--- src/rtl/nar_pkg.sv ---
// Shared types and default word format for the neuron feeder slice.
package nar_pkg;

    localparam int unsigned N_DEF = 10;
    localparam int unsigned Q_DEF = 9;
    localparam int unsigned K_DEF = 8;

    typedef enum logic [2:0] {
        IDLE   = 3'd0,
        CLR    = 3'd1,
        STREAM = 3'd2,
        BIAS   = 3'd3,
        CAP    = 3'd4,
        RESULT = 3'd5
    } state_t;

endpackage

--- src/rtl/neuron_feeder_if.sv ---
// Sample-in and result-out valid/ready streams of the neuron feeder.
interface neuron_feeder_if
    import nar_pkg::*;
#(
    parameter int unsigned N = N_DEF
) ();

    logic         in_valid;
    logic         in_ready;
    logic [N-1:0] in_x;
    logic         res_valid;
    logic         res_ready;
    logic [N-1:0] res_data;

    // Host side: produces samples, consumes results.
    modport master (
        output in_valid, in_x, res_ready,
        input  in_ready, res_valid, res_data
    );

    // Feeder side: consumes samples, produces results.
    modport slave (
        input  in_valid, in_x, res_ready,
        output in_ready, res_valid, res_data
    );

endinterface

--- src/rtl/neuron_feeder_regfile.sv ---
// K x N storage with one write port and one combinational indexed read port.
module neuron_feeder_regfile #(
    parameter int unsigned N  = 10,
    parameter int unsigned K  = 8,
    parameter int unsigned AW = $clog2(K)
) (
    input  logic          clk,
    input  logic          rst,
    input  logic          i_we,
    input  logic [AW-1:0] i_waddr,
    input  logic [N-1:0]  i_wdata,
    input  logic [AW-1:0] i_raddr,
    output logic [N-1:0]  o_rdata_c
);

    logic [N-1:0] r_mem [K];

    // Storage update; reset clears every entry.
    always_ff @(posedge clk) begin
        if (rst) begin
            r_mem <= '{default: '0};
        end else if (i_we) begin
            r_mem[i_waddr] <= i_wdata;
        end
    end

    assign o_rdata_c = r_mem[i_raddr];

endmodule

--- src/rtl/neuron_feeder.sv ---
// Drives one MAC neuron: collects K samples, streams (w,x) pairs, presents
// the bias, captures the neuron output and returns it on the result port.
module neuron_feeder
    import nar_pkg::*;
#(
    parameter int unsigned N  = N_DEF,
    parameter int unsigned Q  = Q_DEF,
    parameter int unsigned K  = K_DEF,
    parameter int unsigned AW = $clog2(K)
) (
    input  logic          clk,
    input  logic          rst,
    neuron_feeder_if.slave bus,
    input  logic          w_we,
    input  logic [AW-1:0] w_addr,
    input  logic [N-1:0]  w_data,
    input  logic          b_we,
    input  logic [N-1:0]  b_data,
    output logic          cfg_err,
    output logic          n_rst,
    output logic          n_inptReady,
    output logic [N-1:0]  n_w,
    output logic [N-1:0]  n_x,
    output logic [N-1:0]  n_b,
    input  logic [N-1:0]  n_out,
    input  logic          n_outReady
);

    localparam int unsigned CW = $clog2(K + 1);

    state_t        r_state, w_state_nxt;
    logic [CW-1:0] r_cnt, w_cnt_nxt;
    logic [AW-1:0] r_idx, w_idx_nxt;
    logic [N-1:0]  r_bias;
    logic          r_cfg_err;
    logic          r_n_inpt, w_n_inpt_nxt;
    logic [N-1:0]  r_n_w, w_n_w_nxt;
    logic [N-1:0]  r_n_x, w_n_x_nxt;
    logic [N-1:0]  r_n_b, w_n_b_nxt;
    logic          r_res_valid, w_res_valid_nxt;
    logic [N-1:0]  r_res_data;
    logic          w_cap;
    logic          w_hs;
    logic          w_cfg_open;
    logic [N-1:0]  w_rd_w;
    logic [N-1:0]  w_rd_x;
    logic          w_unused;

    assign w_hs       = bus.in_valid && (r_state == IDLE);
    assign w_cfg_open = (r_state == IDLE) && (r_cnt == '0);

    // Weight storage, written only while configuration is open.
    neuron_feeder_regfile #(.N(N), .K(K), .AW(AW)) u_wgt (
        .clk       (clk),
        .rst       (rst),
        .i_we      (w_we && w_cfg_open),
        .i_waddr   (w_addr),
        .i_wdata   (w_data),
        .i_raddr   (w_idx_nxt),
        .o_rdata_c (w_rd_w)
    );

    // Sample buffer, written at buf[count] on each input handshake.
    neuron_feeder_regfile #(.N(N), .K(K), .AW(AW)) u_smp (
        .clk       (clk),
        .rst       (rst),
        .i_we      (w_hs),
        .i_waddr   (AW'(r_cnt)),
        .i_wdata   (bus.in_x),
        .i_raddr   (w_idx_nxt),
        .o_rdata_c (w_rd_x)
    );

    // Next-state and next neuron-drive values; drives follow the upcoming state
    // so they are registered yet aligned with it.
    always_comb begin
        w_state_nxt     = r_state;
        w_cnt_nxt       = r_cnt;
        w_idx_nxt       = r_idx;
        w_res_valid_nxt = r_res_valid;
        w_cap           = 1'b0;
        w_n_inpt_nxt    = 1'b0;
        w_n_w_nxt       = '0;
        w_n_x_nxt       = '0;
        w_n_b_nxt       = '0;

        unique case (r_state)
            IDLE: begin
                if (w_hs) begin
                    w_cnt_nxt = r_cnt + CW'(1);
                    if (r_cnt == CW'(K - 1)) begin
                        w_state_nxt = CLR;
                    end
                end
            end
            CLR: begin
                w_state_nxt = STREAM;
                w_idx_nxt   = '0;
            end
            STREAM: begin
                if (r_idx == AW'(K - 1)) begin
                    w_state_nxt = BIAS;
                end else begin
                    w_idx_nxt = r_idx + AW'(1);
                end
            end
            BIAS: begin
                w_state_nxt = CAP;
            end
            CAP: begin
                w_state_nxt     = RESULT;
                w_cap           = 1'b1;
                w_res_valid_nxt = 1'b1;
            end
            RESULT: begin
                if (bus.res_ready) begin
                    w_state_nxt     = IDLE;
                    w_cnt_nxt       = '0;
                    w_res_valid_nxt = 1'b0;
                end
            end
            default: begin
                w_state_nxt = IDLE;
            end
        endcase

        if (w_state_nxt == STREAM) begin
            w_n_inpt_nxt = 1'b1;
            w_n_w_nxt    = w_rd_w;
            w_n_x_nxt    = w_rd_x;
        end
        if (w_state_nxt == BIAS) begin
            w_n_b_nxt = r_bias;
        end
    end

    // State, counters, neuron drive and result registers.
    always_ff @(posedge clk) begin
        if (rst) begin
            r_state     <= IDLE;
            r_cnt       <= '0;
            r_idx       <= '0;
            r_n_inpt    <= 1'b0;
            r_n_w       <= '0;
            r_n_x       <= '0;
            r_n_b       <= '0;
            r_res_valid <= 1'b0;
            r_res_data  <= '0;
        end else begin
            r_state     <= w_state_nxt;
            r_cnt       <= w_cnt_nxt;
            r_idx       <= w_idx_nxt;
            r_n_inpt    <= w_n_inpt_nxt;
            r_n_w       <= w_n_w_nxt;
            r_n_x       <= w_n_x_nxt;
            r_n_b       <= w_n_b_nxt;
            r_res_valid <= w_res_valid_nxt;
            if (w_cap) begin
                r_res_data <= n_out;
            end
        end
    end

    // Bias register and dropped-write flag.
    always_ff @(posedge clk) begin
        if (rst) begin
            r_bias    <= '0;
            r_cfg_err <= 1'b0;
        end else begin
            if (b_we && w_cfg_open) begin
                r_bias <= b_data;
            end
            r_cfg_err <= (w_we || b_we) && !w_cfg_open;
        end
    end

    assign bus.in_ready  = (r_state == IDLE);
    assign bus.res_valid = r_res_valid;
    assign bus.res_data  = r_res_data;
    assign cfg_err       = r_cfg_err;
    assign n_rst         = rst || (r_state == CLR);
    assign n_inptReady   = r_n_inpt;
    assign n_w           = r_n_w;
    assign n_x           = r_n_x;
    assign n_b           = r_n_b;

    // Neuron status and the fractional-bit count are carried for the pair only.
    assign w_unused = ^{n_outReady, 1'(Q)};

endmodule
--- src/flat_wrapper.sv ---
// flat-port wrapper written by rule: the top's interface ports become plain ports
module neuron_feeder_flat import nar_pkg::*;
#(
    parameter int unsigned N  = N_DEF,
    parameter int unsigned Q  = Q_DEF,
    parameter int unsigned K  = K_DEF,
    parameter int unsigned AW = $clog2(K)
)
  (clk, rst, w_we, w_addr, w_data, b_we, b_data, cfg_err, n_rst, n_inptReady, n_w, n_x, n_b, n_out, n_outReady, bus_in_valid, bus_in_x, bus_res_ready, bus_in_ready, bus_res_valid, bus_res_data);
  neuron_feeder_if #(.N(N)) bus_i ();
  input  logic clk;
  input  logic rst;
  input  logic w_we;
  input  logic [AW-1:0] w_addr;
  input  logic [N-1:0] w_data;
  input  logic b_we;
  input  logic [N-1:0] b_data;
  output logic cfg_err;
  output logic n_rst;
  output logic n_inptReady;
  output logic [N-1:0] n_w;
  output logic [N-1:0] n_x;
  output logic [N-1:0] n_b;
  input  logic [N-1:0] n_out;
  input  logic n_outReady;
  input wire logic [$bits(bus_i.in_valid)-1:0] bus_in_valid;
  input wire logic [$bits(bus_i.in_x)-1:0] bus_in_x;
  input wire logic [$bits(bus_i.res_ready)-1:0] bus_res_ready;
  output wire logic [$bits(bus_i.in_ready)-1:0] bus_in_ready;
  output wire logic [$bits(bus_i.res_valid)-1:0] bus_res_valid;
  output wire logic [$bits(bus_i.res_data)-1:0] bus_res_data;
  assign bus_i.in_valid = bus_in_valid;
  assign bus_i.in_x = bus_in_x;
  assign bus_i.res_ready = bus_res_ready;
  assign bus_in_ready = bus_i.in_ready;
  assign bus_res_valid = bus_i.res_valid;
  assign bus_res_data = bus_i.res_data;
  neuron_feeder #(.N(N), .Q(Q), .K(K), .AW(AW)) u_core (.clk(clk), .rst(rst), .bus(bus_i), .w_we(w_we), .w_addr(w_addr), .w_data(w_data), .b_we(b_we), .b_data(b_data), .cfg_err(cfg_err), .n_rst(n_rst), .n_inptReady(n_inptReady), .n_w(n_w), .n_x(n_x), .n_b(n_b), .n_out(n_out), .n_outReady(n_outReady));
endmodule
--- config.mk ---
export PLATFORM = sky130hd
export DESIGN_NAME = neuron_feeder_flat
export DESIGN_NICKNAME = d
export VERILOG_FILES = /design/src/rtl/nar_pkg.sv /design/src/rtl/neuron_feeder_if.sv /design/src/rtl/neuron_feeder_regfile.sv /design/src/rtl/neuron_feeder.sv /design/src/flat_wrapper.sv
export SDC_FILE = /design/constraint.sdc
export NUM_CORES = 1
export LEC_CHECK = 0
export BUFFER_PORTS_ARGS = -buffer_cell sky130_fd_sc_hd__buf_2
export CAP_MARGIN = 25
export CORE_MARGIN = 3
export CORE_UTILIZATION = 50
export DETAILED_ROUTE_END_ITERATION = 16
export PLACE_DENSITY = 0.72
export SLEW_MARGIN = 25
export SYNTH_ARGS = -nofsm -noshare
export SYNTH_HDL_FRONTEND = slang
export SYNTH_SLANG_ARGS = --single-unit
--- constraint.sdc ---
create_clock -name clk -period 2.25 [get_ports clk]
set_clock_uncertainty 0.1 [all_clocks]
set_input_delay 0.5625 -clock clk [delete_from_list [all_inputs] [get_ports clk]]
set_output_delay 0.5625 -clock clk [all_outputs]
set_load 0.01 [all_outputs]
==> results of run 1 <==
[worst register-to-register path: cells and delay by family (launching register included)]
kind / cells / cell delay (ns)
adders and majority gates: 1 / 0.20
DFF: 1 / 0.36
AOI/OAI and AO/OA: 3 / 0.88
buffers and inverters: 1 / 0.20
and+or+nand+nor: 2 / 0.31
[power by group through the flow]
stage	clock (mW)	sequential [mW]	combinational (mW)
2_1_floorplan	0	4.13	0.307
3_3_place_gp	0	4.14	0.450
3_5_place_dp	0	4.14	0.457
4_1_cts	4.19	4.05	0.460
5_1_grt	4.35	4.06	0.511
6_report	4.11	4.05	0.464
[registers in the layout, summed over array words and instances, names as in the netlist]
| name | cells |
|---|---|
| u_core.n_w | 10 |
| u_core.bus.res_data | 10 |
| u_core.n_x | 10 |
| u_core.u_wgt.r_mem | 80 |
| u_core.r_idx | 3 |
| u_core.u_smp.r_mem | 80 |
| u_core.cfg_err | 1 |
| u_core.r_bias | 10 |
| u_core.bus.res_valid | 1 |
| u_core.n_b | 10 |
| u_core.r_cnt | 4 |
| u_core.r_state | 3 |
| u_core.n_inptReady | 1 |
[Yosys cell counts, types with 2 or more instances]
cell type / count / share of area (%)
inv_1: 4 / 0.16
nor3b_1: 5 / 0.40
or2_2: 2 / 0.13
a21oi_1: 36 / 1.9
nand3b_1: 3 / 0.24
a31o_2: 20 / 1.9
o32ai_1: 19 / 1.8
a211oi_1: 60 / 4.8
mux2i_1: 150 / 16
and2_1: 14 / 0.93
buf_4: 4 / 0.32
and3_1: 60 / 4.0
clkbuf_1: 84 / 3.3
nor2b_1: 3 / 0.20
nor2_4: 3 / 0.36
nand3_1: 48 / 2.5
buf_2: 15 / 0.80
o21ai_0: 21 / 1.1
nand2_1: 55 / 2.2
xor2_1: 2 / 0.19
nor2_1: 159 / 6.3
dfxtp_1: 223 / 47
or3_1: 2 / 0.13
a32o_1: 2 / 0.21
ha_1: 3 / 0.40
nor3_1: 7 / 0.37
a21boi_0: 2 / 0.16
[logic make-up after synthesis]
| logic type | after synthesis |
|---|---|
| mux | 150 |
| fa+ha+maj | 3 |
| buf+inv | 108 |
| simple gates | 370 |
| xor+xnor | 3 |
| flops | 223 |
| compound gates | 169 |
[cells in the final DEF, fill, tap and decap left out, drive strengths merged, types with 15 or more instances in the layout]
cell type    n
nand2       56
nand3       48
and3        60
nor2       162
and2        15
buf        155
a31o        20
a211oi      60
a21oi       36
o21ai       21
mux2i      150
dfxtp      223
o32ai       19
clkbuf      33
[stage by stage]
| stage | utilization [%] | total power, mW |
|---|---|---|
| final | 62.83 | 8.631 |
| after global routing | 62.83 | 8.915 |
| after CTS | 62.11 | 8.700 |
| after detailed placement | 57.44 | 4.596 |
| after global placement | 57.44 | 4.586 |
| after floorplan | - | 4.438 |
[what timing repair did]
item / in CTS / in global routing
pin swaps: 2 / 0
buffers inserted: 2 / 1
resized for setup: 7 / 21
endpoints found under the setup margin: 23 / 51
gates cloned: 0 / 1
[layer usage]
layer	up-vias	share of wire [%]	global-route usage, %	wire length, µm
met5	-	0.19	0	46
met4	6	1.3	5.154	318
met3	25	6.7	3.927	1615
met2	251	45	36.05	10990
met1	3702	46	32.65	11270
li1	3757	-	-	-
[path summary, 6_finish.rpt]
path / from / depth (start not counted) / end
hold reg to reg: u_core.bus.res_data[8] / 2 / u_core.bus.res_data[8]
hold / removal: n_out[8] / 3 / u_core.bus.res_data[8]
setup / recovery: u_core.r_idx[1] / 7 / u_core.n_w[7]
setup reg to reg: u_core.r_idx[1] / 7 / u_core.n_w[7]
[final cells by class]
class,count,area (µm²),share of cell area (%)
clock buffer,32,681.9,5.941
clock inverter,8,142.6,1.243
inverter,4,15.01,0.1308
multi-input combinational,695,4654,40.55
sequential,223,4474,38.98
tap,229,286.5,2.496
timing repair buffer,156,1224,10.66
==> flow_summary.yaml, run 1 <==
status:
  run_status: "finished, final reports clean"
synth:
  synth_warnings: 0
  yosysUniqueCellTypes: 47
  synth-simple-area-share_pct: 18.69
  synth_xor_area_share_pct: 0.2787
  yosys.area_share.adder_pct: 0.3981
  ys_ff_latch: 223
  avgSynthCellArea_um2: 9.189
  synth_nets: 1079
  synth_compound_area_share_pct: 12.62
  netlist_instances: 1026
  synth.yosys.seq_area_share_pct: 47.35
  synth.cell_area_mm2: 0.009428
  synthMuxAreaShare_pct: 15.93
  async_flop_share_pct: 0
  ys.flop_type: "dfxtp_1"
  synth_top_family_by_area: "simple AND/OR/NAND/NOR gates"
  synth_edf_count: 0
placement:
  numPortBuffers: 93
  placed_cells: 1303
  pre_cts_ws_ns: -0.1273
  dp_hpwl_mm: 14.20
  placed_area_mm2: 0.01049
  gp_congestion: 0.8065
clock_network:
  numCtsBuffers: 24
  cts_hold_buf: 0
  ctsRootBufferMaster: "clkbuf_16"
  cts_tree: "done"
  htreeDepth: 1
  clk_latency_ns: 0.51
  path_clk_slew_ns: 0.06
  numClockSinks: 223
  clockBufferDepth: 3
final_layout:
  num_antenna_cells: 0
  num-nets-final: 1157
  drive_gt1_share_pct: 22.45
  fillers: 1519
  fin_area_mm2: 0.01148
  final_cells: 1347
  syn_to_final_growth_pct: 21.75
detailed_routing:
  avgViaCountPerCell: 5.747
  ant_nets: 0
  totalWireLength_mm: 24.25
  routedWlPerCell_um: 18.00
  drc: 0
  vias: 7741
  initialDrtViolationCount: 611
  drtPass1Iterations: 5
die:
  dieHeight_um: 143.3
  start_util_pct: 51.60
  ioPinCount: 95
  rows: 49
  coreArea_mm2: 0.01827
  die-width_um: 143.3
  die_area_mm2: 0.02054
sta:
  max_slew_margin_pct: 37.02
  final.min_clock_period_ns: 2.187
  final_max_slew_viol_count: 0
  setup_tns_ns: 0
  worst_slew_pin_slew_ns: 0.9446
  grt_setup_unrepaired: "true"
  setup_viol: 0
  worst_slack_ns: 0.06329
  period_share_pct: 97.19
  fmax_mhz: 457.3
  finalHoldViolations: 0
  holdWs_ns: 0.1928
run:
  cap_violations: 0
setup_path:
  path_cells: "ha_2 > nand2_1 > a41oi_4 > nand2_2 > buf_12 > a211oi_1 > o32ai_2"
  crit_path_top_delay_cell: "a41oi_4"
  cp_slowest_stage_delay_ns: 0.37
  rrSetupSlack_ns: 0.06
  cp.required_ns: 2.53
  end_kind: "register"
  cp-start-kind: "register"
  path_buf_inv: 1
  crit_arrival_ns: 2.46
  critical_path.top_delay_family: "compound AO/OA/AOI/OAI gates"
  critPathMaxFanout: 30
  path_class: "register to register"
global_route:
  track_usage_pct: 22.72
  grt_first_pass_wirelength_mm: 38.38
  gr-total-overflow: 0
  grt_pass1_vias: 7294
  antenna_found_initial: 3
  grt_max_degree: 192
power:
  p_seq_share_pct: 47.0
  p_sw_mw: 1.851
  pwr-share-clk_pct: 47.7
  ir_worst_vdd_v: 0.0004809
  combPwrFrac_pct: 5.4
  power_leakage_nw: 5.008
  internal-power_mw: 6.779
  p_sw_share_pct: 21.45
  p_per_area_mw_per_mm2: 751.9
hold_path:
  hold_class: "input port to register"
No activity file was read; power rests on OpenSTA's default activity.
==> run 2, diff against run 1 <==
Settings changed: ABC_AREA set to 1.
==> flow_summary.yaml, run 2 <==
final_layout:
  reg.largest.list: "u_core.u_smp.r_mem (80), u_core.u_wgt.r_mem (80)"
  fin_area_mm2: 0.01120
  mostFrequentLayoutCells: "332 x nand2_1, 223 x dfxtp_1, 222 x nor2_1"
  drive_gt1_share_pct: 12.93
  final_cells: 1737
  num-nets-final: 1514
  utilization_pct: 59.48
  layout_commonest_cell: "nand2_1"
  num_antenna_cells: 0
  syn_to_final_growth_pct: 16.35
synth:
  synth.yosys.seq_area_share_pct: 46.37
  async_flop_share_pct: 0
  avgSynthCellArea_um2: 6.803
  synth_warnings: 0
  synth_top_area_cell: "dfxtp_1"
  synthTopCellsByCount: "333 x nand2_1, 223 x dfxtp_1, 222 x nor2_1"
  synth_nets: 1468
  synth_most_common_cell: "nand2_1"
  ys_ff_latch: 223
  netlist_instances: 1415
  synth_edf_count: 0
  synth_top_area_share_pct: 46.37
  yosysUniqueCellTypes: 24
  synth.cell_area_mm2: 0.009627
  ys_top_cells_by_area: "dfxtp_1 46%, nand2_1 13%, nand3_1 9.7%, nor2_1 8.7%, a21oi_1 7.0%"
  ys.flop_type: "dfxtp_1"
clock_network:
  numCtsBuffers: 24
  ctsRootBufferMaster: "clkbuf_16"
  cts_hold_buf: 0
  ctsResizeCount: 0
  clockBufferDepth: 3
  cts_tree: "done"
  cts_setup_buffers: 0
  path_clk_slew_ns: 0.06
  htreeDepth: 1
  clk_latency_ns: 0.51
  numClockSinks: 223
sta:
  setup_tns_ns: 0
  finalHoldViolations: 0
  final.min_clock_period_ns: 2.095
  final_max_slew_viol_count: 0
  fmax_mhz: 477.4
  setup_viol: 0
  worst_slew_pin_slew_ns: 0.8680
  grt_setup_unrepaired: "false"
  max_slew_margin_pct: 42.07
  period_share_pct: 93.10
power:
  p_seq_share_pct: 46.6
  p_per_area_mw_per_mm2: 781.1
  combPwrFrac_pct: 6.1
  p_sw_share_pct: 22.24
  internal-power_mw: 6.804
  finalPower_mw: 8.749
  power_leakage_nw: 4.773
  pwr-share-clk_pct: 47.3
  p_sw_mw: 1.946
  ir_worst_vdd_v: 0.0006745
setup_path:
  crit_arrival_ns: 2.40
  cp_slowest_stage_delay_ns: 0.63
  critPathMaxFanout: 21
  cp.required_ns: 2.55
  end_kind: "register"
  path_buf_inv: 1
  path_class: "register to register"
  worstSetupPathDepth: 7
  crit_path_top_delay_cell: "inv_1"
  path_cells: "nand3_1 > nand2_1 > o21ai_2 > inv_1 > nand3_1 > nand2_1 > nor2_1"
  cp-start-kind: "register"
  worst_r2r_path_depth: 7
  critical_path.top_delay_family: "simple AND/OR/NAND/NOR gates"
global_route:
  grt_max_degree: 85
  antenna_found_initial: 0
  gr-total-overflow: 0
  grt_pass1_vias: 8531
  track_usage_pct: 24.60
  grt_first_pass_wirelength_mm: 42.34
placement:
  gp_congestion: 0.8383
  placed_area_mm2: 0.01035
  numPortBuffers: 93
  dp_hpwl_mm: 16.00
  placed_cells: 1695
detailed_routing:
  ant_nets: 0
  routedWlPerCell_um: 15.03
  avgViaCountPerCell: 5.307
  totalWireLength_mm: 26.10
  drtPass1Iterations: 5
  initialDrtViolationCount: 778
  drc: 0
  vias: 9218
status:
  run_status: "finished, final reports clean"
die:
  coreArea_mm2: 0.01883
  die_area_mm2: 0.02095
  start_util_pct: 51.12
  dieHeight_um: 144.8
  rows: 50
  die-width_um: 144.8
  ioPinCount: 95
hold_path:
  hold_class: "input port to register"
  hold_depth: 3
run:
  cap_violations: 0
run 2: changes by cell type after synthesis, moves of 66 or more:
| cell | delta |
|---|---|
| nand2_1 | +278 |
| nand3_1 | +138 |
| mux2i_1 | -150 |
| a21oi_1 | +99 |
| o21ai_0 | +81 |
| inv_1 | +66 |
run 2: tightest hold or removal path, stage by stage:
cell and delay, ns:
buf_2 0.07, o21ai_0 0.07, nor2_1 0.07
run 2: layout make-up:
type / count / area, µm²
clock buffer: 36 / 737.0
clock inverter: 6 / 105.1
fill: 1768 / 7630
inverter: 85 / 319.1
multi-input combinational: 999 / 4372
sequential: 223 / 4464
tap: 260 / 325.3
timing repair buffer: 128 / 878.3
run 2: power groups by stage:
stage	registers, mW	logic [mW]	clock network, mW
global placement	4.16	0.514	0
detailed placement	4.16	0.523	0
CTS	4.08	0.528	4.20
finish	4.08	0.532	4.14
global route	4.08	0.588	4.37
floorplan	4.15	0.372	0
run 2: through the flow:
| stage | hold WS, ns | setup WS (ns) |
|---|---|---|
| 2_1_floorplan | 0.3160 | 0.4111 |
| 3_3_place_gp | 0.3236 | 0.1139 |
| 3_5_place_dp | 0.3263 | 0.09532 |
| 4_1_cts | 0.1840 | 0.05899 |
| 5_1_grt | 0.2057 | 0.01517 |
| 6_report | 0.2015 | 0.1553 |
run 2: routing by layer:
| metal | global-route usage [%] | vias to the layer above | part of all wire, % | wire [µm] |
|---|---|---|---|---|
| met5 | 0 | - | 0 | 0 |
| li1 | - | 4628 | - | - |
| met4 | 8.051 | 0 | 3.0 | 781 |
| met1 | 32.86 | 4213 | 44 | 11470 |
| met2 | 41.50 | 315 | 47 | 12370 |
| met3 | 2.958 | 62 | 5.7 | 1476 |
run 2: final timing paths:
| path | start | end | slack [ns] |
|---|---|---|---|
| setup / recovery | u_core.r_state[0] | u_core.n_w[5] | 0.16 |
| hold / removal | n_out[5] | u_core.bus.res_data[5] | 0.20 |
| setup reg to reg | u_core.r_state[0] | u_core.n_w[5] | 0.16 |
| hold reg to reg | u_core.r_bias[6] | u_core.n_b[6] | 0.33 |
run 2: cell families after synthesis:
family | Yosys count | synth area share (%)
AND/OR/NAND/NOR | 757 | 32.40
AO/OA/AOI/OAI | 239 | 12.45
flip-flops | 223 | 46.37
buffers and inverters | 193 | 8.383
adder cells (fa/ha/maj) | 3 | 0.3900
==> run 3, diff against run 2 <==
Settings changed: CORE_ASPECT_RATIO set to 2.
==> flow_summary.yaml, run 3 (synthesis results as in run 2) <==
status:
  run_status: "finished, final reports clean"
placement:
  dp_hpwl_mm: 17.99
  pre_cts_ws_ns: 0.2053
  gp_congestion: 0.8565
  placed_cells: 1692
  numPortBuffers: 93
  placed_area_mm2: 0.01031
setup_path:
  cp-start-kind: "register"
  r2r_start: "u_core.r_idx[0]"
  cp.required_ns: 1.59
  crit_path_start: "u_core.r_state[1]"
  worst_r2r_path_depth: 12
  end_kind: "primary output"
  crit_arrival_ns: 1.41
  path_class: "register to primary output"
  critPathMaxFanout: 5
clock_network:
  htreeDepth: 1
  numClockSinks: 223
  clockBufferDepth: 3
  path_clk_slew_ns: 0.06
  cts_tree: "done"
  numCtsBuffers: 21
  ctsRootBufferMaster: "clkbuf_16"
  cts_setup_buffers: 0
  clk_latency_ns: 0.50
die:
  start_util_pct: 51.12
  coreArea_mm2: 0.01883
  rows: 71
  ioPinCount: 95
  die_area_mm2: 0.02106
  dieHeight_um: 202.2
  die-width_um: 104.1
power:
  ir_worst_vdd_v: 0.0005922
  p_per_area_mw_per_mm2: 728.9
  power_leakage_nw: 4.667
  finalPower_mw: 7.993
sta:
  grt_setup_unrepaired: "false"
  finalHoldViolations: 0
  period_share_pct: 92.28
  holdWs_ns: 0.2223
  worst_slew_pin_slew_ns: 0.5463
  setup_tns_ns: 0
  final.min_clock_period_ns: 2.076
  worst_slack_ns: 0.1738
  setup_viol: 0
  max_slew_margin_pct: 63.49
  final_max_slew_viol_count: 0
  fmax_mhz: 481.6
global_route:
  antenna_found_initial: 1
  grt_first_pass_wirelength_mm: 44.09
  track_usage_pct: 25.51
  grt_pass1_vias: 8734
  grt_max_degree: 105
  gr-total-overflow: 0
final_layout:
  utilization_pct: 58.23
  syn_to_final_growth_pct: 13.92
  fillers: 1861
  drive_gt1_share_pct: 12.84
  seqCellArea_mm2: 0.004464
  final_cells: 1728
  layout_commonest_cell: "nand2_1"
  multi_input_area_mm2: 0.004363
  reg.largest.list: "u_core.u_smp.r_mem (80), u_core.u_wgt.r_mem (80)"
  fin_area_mm2: 0.01097
  num-nets-final: 1513
  mostFrequentLayoutCells: "332 x nand2_1, 223 x dfxtp_1, 222 x nor2_1"
detailed_routing:
  routedWlPerCell_um: 15.79
  drtPass1Iterations: 4
  vias: 9206
  ant_nets: 0
  avgViaCountPerCell: 5.328
  initialDrtViolationCount: 469
  totalWireLength_mm: 27.29
  drc: 0
hold_path:
  hold_class: "input port to register"
  min-delay-start: "n_out[8]"
  hold_depth: 3
run:
  cap_violations: 0
[run 3: cell types whose count changed in the layout (fill, tap and decap cells not counted), moves of 2 or more]
cell / delta
buf_4: +6
buf_12: -4
clkbuf_16: -4
bufinv_16: -3
clkbuf_1: -2
clkbuf_8: -2
clkinv_1: -2
clkinv_2: +2
[run 3: final timing paths]
path	endpoint	slack (ns)
max reg2reg	u_core.n_x[3]	0.20
min reg2reg	u_core.n_b[4]	0.33
max	n_rst	0.17
min	u_core.bus.res_data[8]	0.22
[run 3: per-layer routing]
metal | vias up | GRT usage (%) | routed length, µm
met4 | 0 | 14.65 | 1662
met5 | - | 0 | 0
met1 | 4177 | 26.67 | 9723
li1 | 4614 | - | -
met2 | 330 | 48.77 | 14410
met3 | 85 | 2.493 | 1491
[run 3: area by class of cell]
cell class / count / area share (%)
sequential: 223 / 40.71
clock inverter: 7 / 0.4564
tap: 255 / 2.909
clock buffer: 28 / 5.488
inverter: 85 / 2.944
antenna: 1 / 0.02282
multi-input combinational: 999 / 39.78
timing repair buffer: 130 / 7.690
[run 3: worst max-delay path: stages, from the launching register on]
cell	delay (ns)
dfxtp_1	0.43
inv_2	0.07
nand3_1	0.17
nand2_1	0.11
buf_2	0.15
[run 3: power by group]
part,internal (mW),total [mW],switching (mW)
sequential,4.04,4.07,0.0349
clock,1.88,3.39,1.50
combinational,0.172,0.534,0.362
[run 3: timing repair]
item                                    4_1_cts  5_1_grt
hold buffers                                  0        0
resized for setup                             0        2
endpoints found under the setup margin        0        2
